==> config.mk <==
export PLATFORM = sky130hd
export DESIGN_NAME = rgb_mem_stage
export DESIGN_NICKNAME = d
export VERILOG_FILES = /design/src/rtl/rgb_mem_stage.sv
export SDC_FILE = /design/constraint.sdc
export NUM_CORES = 1
export LEC_CHECK = 0
export CAP_MARGIN = 20
export CORE_MARGIN = 2
export CORE_UTILIZATION = 31
export CTS_CLUSTER_SIZE = 20
export DETAILED_ROUTE_END_ITERATION = 16
export PLACE_DENSITY = 0.77
export RECOVER_POWER = 25
export SLEW_MARGIN = 40
export SYNTH_ARGS = -nofsm -noshare
export SYNTH_HDL_FRONTEND = slang
export SYNTH_SLANG_ARGS = --single-unit
==> constraint.sdc <==
create_clock -name clk -period 1.4 [get_ports clk]
set_input_delay 0.28 -clock clk [delete_from_list [all_inputs] [get_ports clk]]
set_output_delay 0.28 -clock clk [all_outputs]
set_load 0.05 [all_outputs]
==> src/rtl/rgb_mem_stage.sv <==
// Memory stage for a three-plane RGB pixel memory: one single-port access in flight, pipeline held via Stall.
// Optional REQ-state abort timer, enabled by defining RGB_MEM_TIMEOUT_EN.
module rgb_mem_stage #(
    parameter int unsigned TIMEOUT = 255
) (
    input  logic        clk,
    input  logic        rst_n,
    input  logic        MemWrite,
    input  logic        ResultSrc,
    input  logic [1:0]  RGB,
    input  logic [31:0] ALUResult,
    input  logic [31:0] WriteData,
    output logic        Stall,
    output logic [31:0] ReadData,
    output logic        ReadValid,
    output logic        mem_req,
    output logic        mem_we,
    output logic [17:0] mem_addr,
    output logic [7:0]  mem_wdata,
    input  logic        mem_ack,
    input  logic [7:0]  mem_rdata,
    output logic        err
);

    typedef enum logic [1:0] {
        S_IDLE,
        S_REQ,
        S_DONE
    } state_t;

    // Abort fires on the REQ cycle whose miss would bring the counter to TIMEOUT.
    localparam logic [7:0] TIMEOUT_LAST = 8'(TIMEOUT - 1);

    state_t state;
    logic   is_load;

    logic op_request;
    logic op_valid;
    logic op_no_plane;
    logic op_conflict;

    assign op_request  = MemWrite | ResultSrc;
    assign op_valid    = op_request & (RGB != 2'b00);
    assign op_no_plane = op_request & (RGB == 2'b00);
    assign op_conflict = MemWrite & ResultSrc;

    logic unused_bits;
`ifdef RGB_MEM_TIMEOUT_EN
    logic [7:0] req_cnt;
    assign unused_bits = ^{ALUResult[31:16], WriteData[31:8]};
`else
    assign unused_bits = ^{ALUResult[31:16], WriteData[31:8], TIMEOUT_LAST};
`endif

    // NOTE: every signal written in always_comb gets a default first, so no path can infer a latch.
    always_comb begin
        Stall = 1'b0;
        case (state)
            S_IDLE:  Stall = op_valid;
            S_REQ:   Stall = 1'b1;
            default: Stall = 1'b0;
        endcase
    end

    // NOTE: sequential state uses non-blocking assignments so every register samples pre-edge values.
    always_ff @(posedge clk) begin
        if (!rst_n) begin
            state     <= S_IDLE;
            is_load   <= 1'b0;
            ReadData  <= 32'h0;
            ReadValid <= 1'b0;
            mem_req   <= 1'b0;
            mem_we    <= 1'b0;
            mem_addr  <= 18'h0;
            mem_wdata <= 8'h0;
            err       <= 1'b0;
`ifdef RGB_MEM_TIMEOUT_EN
            req_cnt   <= 8'h0;
`endif
        end else begin
            ReadValid <= 1'b0;
            case (state)
                S_IDLE: begin
                    if (op_valid) begin
                        state     <= S_REQ;
                        mem_req   <= 1'b1;
                        mem_we    <= MemWrite;
                        is_load   <= ~MemWrite;
                        mem_addr  <= {RGB - 2'd1, ALUResult[15:0]};
                        mem_wdata <= WriteData[7:0];
`ifdef RGB_MEM_TIMEOUT_EN
                        req_cnt   <= 8'h0;
`endif
                        if (op_conflict) begin
                            err <= 1'b1;
                        end
                    end else if (op_no_plane) begin
                        err <= 1'b1;
                    end
                end
                S_REQ: begin
                    if (mem_ack) begin
                        mem_req   <= 1'b0;
                        ReadValid <= is_load;
                        state     <= S_DONE;
                        if (is_load) begin
                            ReadData <= {24'h0, mem_rdata};
                        end
                    end
`ifdef RGB_MEM_TIMEOUT_EN
                    else if (req_cnt == TIMEOUT_LAST) begin
                        mem_req   <= 1'b0;
                        ReadData  <= 32'h0;
                        ReadValid <= is_load;
                        err       <= 1'b1;
                        state     <= S_DONE;
                    end else begin
                        req_cnt <= req_cnt + 8'd1;
                    end
`endif
                end
                S_DONE:  state <= S_IDLE;
                default: state <= S_IDLE;
            endcase
        end
    end

endmodule
==> flow_summary.toml, run 1 <==
[global_route]
antenna_found_initial = 0
grt_pass1_vias = 1452
grtUsageTotal_pct = 13.28
grt_pass1_wl_um = 6858
overflow = 0
grt_start_max_net_pins = 75

[synthesis]
synthXorXnorAreaFrac_pct = 0
synth_edf_count = 0
yosysSeqAreaShare_pct = 43.39
syn_area_per_cell_um2 = 9.274
synth_flop_cell = "dfxtp_1"
yosys.area_share.adder_pct = 0.6614
async_flop_share_pct = 0
synth_seq_cells = 41
syn-instance-count = 204
synth_top_family_by_area = "simple AND/OR/NAND/NOR gates"
synthSimpleGateAreaFrac_pct = 17.99
synth.area.mux_share_pct = 13.76
synth_cell_types = 28
yosys_warnings = 0
synth_compound_area_share_pct = 7.606
netlist_area_mm2 = 0.001892

[critical_path]
arrival_ns = 1.08
critical_path_class = "in2out"
rrSetupSlack_ns = 0.09
critPathCaptureType = "primary output"
r2r-end = "is_load$_SDFFE_PN0P_"
r2r_cells = 3
worstPathRequired_ns = 1.12
r2r-start = "state[1]$_SDFFE_PN0P_"
path_max_fanout = 2
cp-start-kind = "input pin"

[routing]
first_iter_violations = 38
post_drt_wl_per_cell_um = 12.14
vias = 1518
ant_nets = 0
firstDrtPassIters = 3
drc = 0
drt_wl_total_um = 4395
via_per_inst = 4.193

[status]
status = "finished clean"

[floorplanning]
boundaryPins = 142
dieWidth_um = 82.12
start_util_pct = 31.95
rows = 28
core_area_mm2 = 0.005921
floorplan.die_area_mm2 = 0.006744
die_y_um = 82.12

[sta]
tns_ns = 0
slew_viol_final = 0
skew_ns = 0.002372
fin_crit_sh_pct = 96.95
setup_slack_ns = 0.04272
fmax_mhz = 736.8
hold_violations = 0
fin_crit_ns = 1.357
setup_viol = 0
rsz0062_at_grt = "false"

[cells_and_area]
nets = 366
layout-drive-gt1-share_pct = 27.53
syn2layout_area_growth_pct = 55.23
most-common-layout-cells = "nand2_1 (60), dfxtp_1 (39), clkdlybuf4s50_1 (33), mux2i_1 (26), buf_12 (26)"
layout_commonest_cell = "nand2_1"
antenna_cells = 0
fill_cells = 556

[clock_tree]
cts.htree.levels = 2
clkLatencyLatePin_ns = 0.29
cts_max_path_buffers = 2
clock-sinks = 41
root_buffer = "clkbuf_8"
cts_tree = "done"
path_clk_slew_ns = 0.07
postCtsHoldBufs = 0
cts_buffers = 5

[placement]
dp_hpwl_um = 3266
gp_congestion = 0.7519
pre_cts_ws_ns = -0.5566
port_buffers = 77

[worst_hold_path]
hold_depth = 5
worstHoldEndpoint = "mem_addr[16]$_SDFFE_PN0P_"
worst_hold_path_type = "in2reg"
hp-start = "RGB[0]"

[power]
leakage_nw = 1.297
peakVddDrop_mv = 0.6402
power_density_mw_per_mm2 = 1095
total_power_w = 0.003216

[flow_run]
drv_cap = 0
## worst max-delay path: stages
cell and delay, ns:
buf_2 0.08, inv_1 0.04, ha_2 0.17, o21bai_4 0.18, a21oi_4 0.17, buf_12 0.16
## report_power, final
| part | leakage, nW | internal, W | switching, W |
|---|---|---|---|
| Combinational | 0.906 | 0.000423 | 0.000637 |
| Sequential | 0.338 | 0.00125 | 0.0000698 |
| Clock | 0.0542 | 0.000445 | 0.000389 |
| Total | 1.30 | 0.00212 | 0.00110 |
## per-layer routing
metal | global-route usage [%] | routed length [um] | vias up
li1 | - | - | 780
met1 | 16.16 | 1918 | 679
met2 | 21.54 | 2123 | 54
met3 | 5.652 | 315 | 5
met4 | 3.500 | 37 | 0
met5 | 0 | 0 | -
## layout make-up
| type | count | area (um^2) | share of cell area [%] |
|---|---|---|---|
| Inverter | 4 | 15.01 | 0.5113 |
| Clock inverter | 1 | 5.005 | 0.1704 |
| Clock buffer | 7 | 96.34 | 3.281 |
| Timing Repair Buffer | 89 | 1031 | 35.11 |
| Tap cell | 75 | 93.84 | 3.196 |
| Sequential cell | 41 | 828.3 | 28.21 |
| Multi-Input combinational cell | 145 | 867.1 | 29.53 |
## how the worst max path moves through the flow
stage                           from  slack [ns]                         to  cells past startpoint
2_1_floorplan                 RGB[0]       0.003   mem_addr[0]$_SDFFE_PN0P_                      7
3_3_place_gp                  RGB[0]       -0.48  mem_addr[10]$_SDFFE_PN0P_                      7
3_5_place_dp                  RGB[0]       -0.56   mem_addr[7]$_SDFFE_PN0P_                      7
4_1_cts        state[1]$_SDFFE_PN0P_        0.02                      Stall                      3
5_1_grt                       RGB[1]       0.002                      Stall                      6
6_report                      RGB[1]        0.04                      Stall                      6
## per-stage QoR
step	instance area, um^2	std cells	utilization [%]	hold slack, ns
5_1_grt	2937	362	49.60	0.3982
3_5_place_dp	3048	350	51.48	0.4895
6_report	2937	362	49.60	0.3847
3_3_place_gp	3048	350	51.48	0.4791
4_1_cts	3184	363	53.78	0.3876
2_1_floorplan	1989	227	-	0.4010
## Yosys cell counts, types with 2 or more instances
library cell | number | area share [%]
a21oi_1 | 3 | 0.79
buf_12 | 3 | 3.2
buf_2 | 2 | 0.53
buf_4 | 24 | 9.5
buf_6 | 2 | 1.2
clkbuf_1 | 6 | 1.2
dfxtp_1 | 41 | 43
inv_1 | 4 | 0.79
mux2i_1 | 26 | 14
nand2_1 | 60 | 12
nand3_1 | 6 | 1.6
nand3_2 | 2 | 1.1
o21a_1 | 3 | 1.2
o21ai_2 | 8 | 3.7
## kinds of logic after synthesis
logic type,after synthesis
AO/OA/AOI/OAI,17
adder cells (fa/ha/maj),1
buffers and inverters,41
flip-flops,41
multiplexers,26
other,1
AND/OR/NAND/NOR,77
## what timing repair did
item	in CTS	in global routing
gates resized for setup	13	0
setup endpoints to repair	30	1
setup buffers	5	0
pin swaps	2	0
## state kept, by name, summed over array words and instances (netlist names)
register,count
is_load,1
ReadValid,1
err,1
mem_wdata,8
mem_we,1
ReadData,8
state,2
mem_req,1
mem_addr,18
No activity file was read; power rests on OpenSTA's default activity.
==> inputs of run 2 (changes only) <==
Settings changed: RECOVER_POWER 25 to 100.
==> flow_summary.toml, run 2 (same netlist as run 1, synthesis figures left out) <==
[cells_and_area]
most-common-layout-cells = "nand2_1 (60), dfxtp_1 (39), clkbuf_2 (39), clkdlybuf4s50_1 (33), mux2i_1 (26)"
regMostFlops = "mem_addr"
antenna_cells = 0
instances_no_fill = 362
largest_reg_flops = 18
syn2layout_area_growth_pct = 36.64
layout-drive-gt1-share_pct = 27.18
final_cell_area_mm2 = 0.002585
nets = 366
fill_cells = 601
layout_commonest_cell = "nand2_1"
reg_top3 = "mem_addr x18, ReadData x8, mem_wdata x8"

[routing]
first_iter_violations = 38
post_drt_wl_per_cell_um = 12.27
firstDrtPassIters = 3
vias = 1515
ant_nets = 0
via_per_inst = 4.185
drc = 0
drt_wl_total_um = 4442

[global_route]
grt_pass1_wl_um = 6858
grt_pass1_vias = 1452
grt_start_max_net_pins = 75
grtUsageTotal_pct = 13.28
antenna_found_initial = 0
overflow = 0

[sta]
hold_violations = 0
setup_viol = 0
skew_ns = 0.003505
fmax_mhz = 736.8
fin_crit_sh_pct = 96.95
setup_slack_ns = 0.04273
slew_viol_final = 0
rsz0062_at_grt = "false"
hold_slack_ns = 0.3851
fin_crit_ns = 1.357

[worst_hold_path]
worstHoldEndpoint = "mem_addr[16]$_SDFFE_PN0P_"
hp-start = "RGB[0]"
worst_hold_path_type = "in2reg"
hold_depth = 5

[flow_run]
drv_cap = 0

[floorplanning]
boundaryPins = 142
core_area_mm2 = 0.005921
start_util_pct = 31.95
rows = 28
dieWidth_um = 82.12
floorplan.die_area_mm2 = 0.006744
die_y_um = 82.12

[placement]
dp_hpwl_um = 3266
dpl-instance-area_mm2 = 0.003048
pre_cts_ws_ns = -0.5566
place_inst = 350
gp_congestion = 0.7519
port_buffers = 77

[clock_tree]
postCtsHoldBufs = 0
path_clk_slew_ns = 0.07
clkLatencyLatePin_ns = 0.29
cts_tree = "done"
cts_max_path_buffers = 2
root_buffer = "clkbuf_8"
cts_buffers = 5
cts.htree.levels = 2
clock-sinks = 41

[critical_path]
critPathCaptureType = "primary output"
r2r_cells = 3
cp-start-kind = "input pin"
r2r-end = "is_load$_SDFFE_PN0P_"
critical_path_class = "in2out"
r2r-start = "state[1]$_SDFFE_PN0P_"
arrival_ns = 1.08
worstPathRequired_ns = 1.12
path_max_fanout = 2
rrSetupSlack_ns = 0.08

[power]
peakVddDrop_mv = 0.6381
p_int_w = 0.001988
sw_frac_of_total_pct = 35.11
p_comb_share_pct = 30.3
clockPowerShare_pct = 27.3
total_power_w = 0.003063
p_seq_share_pct = 42.4
power_density_mw_per_mm2 = 1185
leakage_nw = 1.206
p_sw_w = 0.001076

[status]
status = "finished clean"
run 2: changes by cell type in the layout (fill, tap and decap cells not counted):
| cell | change |
|---|---|
| o21ai_0 | +1 |
| dfxtp_2 | +1 |
| clkbuf_2 | +23 |
| o21ai_2 | -1 |
| dfxtp_4 | -1 |
| buf_12 | -23 |
run 2: through the flow:
stage | setup TNS, ns | utilization [%]
6_report | 0 | 43.66
5_1_grt | 0 | 43.66
4_1_cts | 0 | 53.78
3_5_place_dp | -15.79 | 51.48
3_3_place_gp | -14.24 | 51.48
2_1_floorplan | 0 | -
run 2: layer usage:
layer | part of all wire (%) | global-route usage (%) | up-vias
met5 | 0 | 0 | -
met4 | 1.3 | 3.500 | 0
met3 | 6.9 | 5.652 | 7
met2 | 47 | 21.54 | 56
met1 | 45 | 16.16 | 668
li1 | - | - | 784
run 2: what timing repair did:
item,CTS,global route
buffers inserted,5,0
pin swaps,2,0
resized for setup,13,0
setup endpoints to repair,30,1
run 2: worst max path at each step:
stage / startpoint / end / slack [ns]
floorplan: RGB[0] / mem_addr[0]$_SDFFE_PN0P_ / 0.003
detailed placement: RGB[0] / mem_addr[7]$_SDFFE_PN0P_ / -0.56
global placement: RGB[0] / mem_addr[10]$_SDFFE_PN0P_ / -0.48
global route: RGB[1] / Stall / 0.002
CTS: state[1]$_SDFFE_PN0P_ / Stall / 0.02
finish: RGB[1] / Stall / 0.04
run 2: worst max-delay path: stages:
cell	delay [ns]
buf_2	0.08
inv_1	0.04
ha_2	0.17
o21bai_4	0.18
a21oi_4	0.17
buf_12	0.16
run 2: area by class of cell:
type                            count  area, um^2  area share, %
Inverter                            4       15.01         0.5808
Tap cell                           75       93.84          3.630
Sequential cell                    41       825.8          31.95
Timing Repair Buffer               89       685.7          26.52
Clock inverter                      1       5.005         0.1936
Clock buffer                        7       96.34          3.727
Multi-Input combinational cell    145       863.3          33.40
run 2: power by group through the flow:
stage	sequential (W)	combinational (W)	clock, W
2_1_floorplan	0.00160	0.000455	0
3_5_place_dp	0.00137	0.00115	0
6_report	0.00130	0.000928	0.000837
3_3_place_gp	0.00137	0.00114	0
4_1_cts	0.00134	0.00117	0.000867
5_1_grt	0.00131	0.000981	0.000927
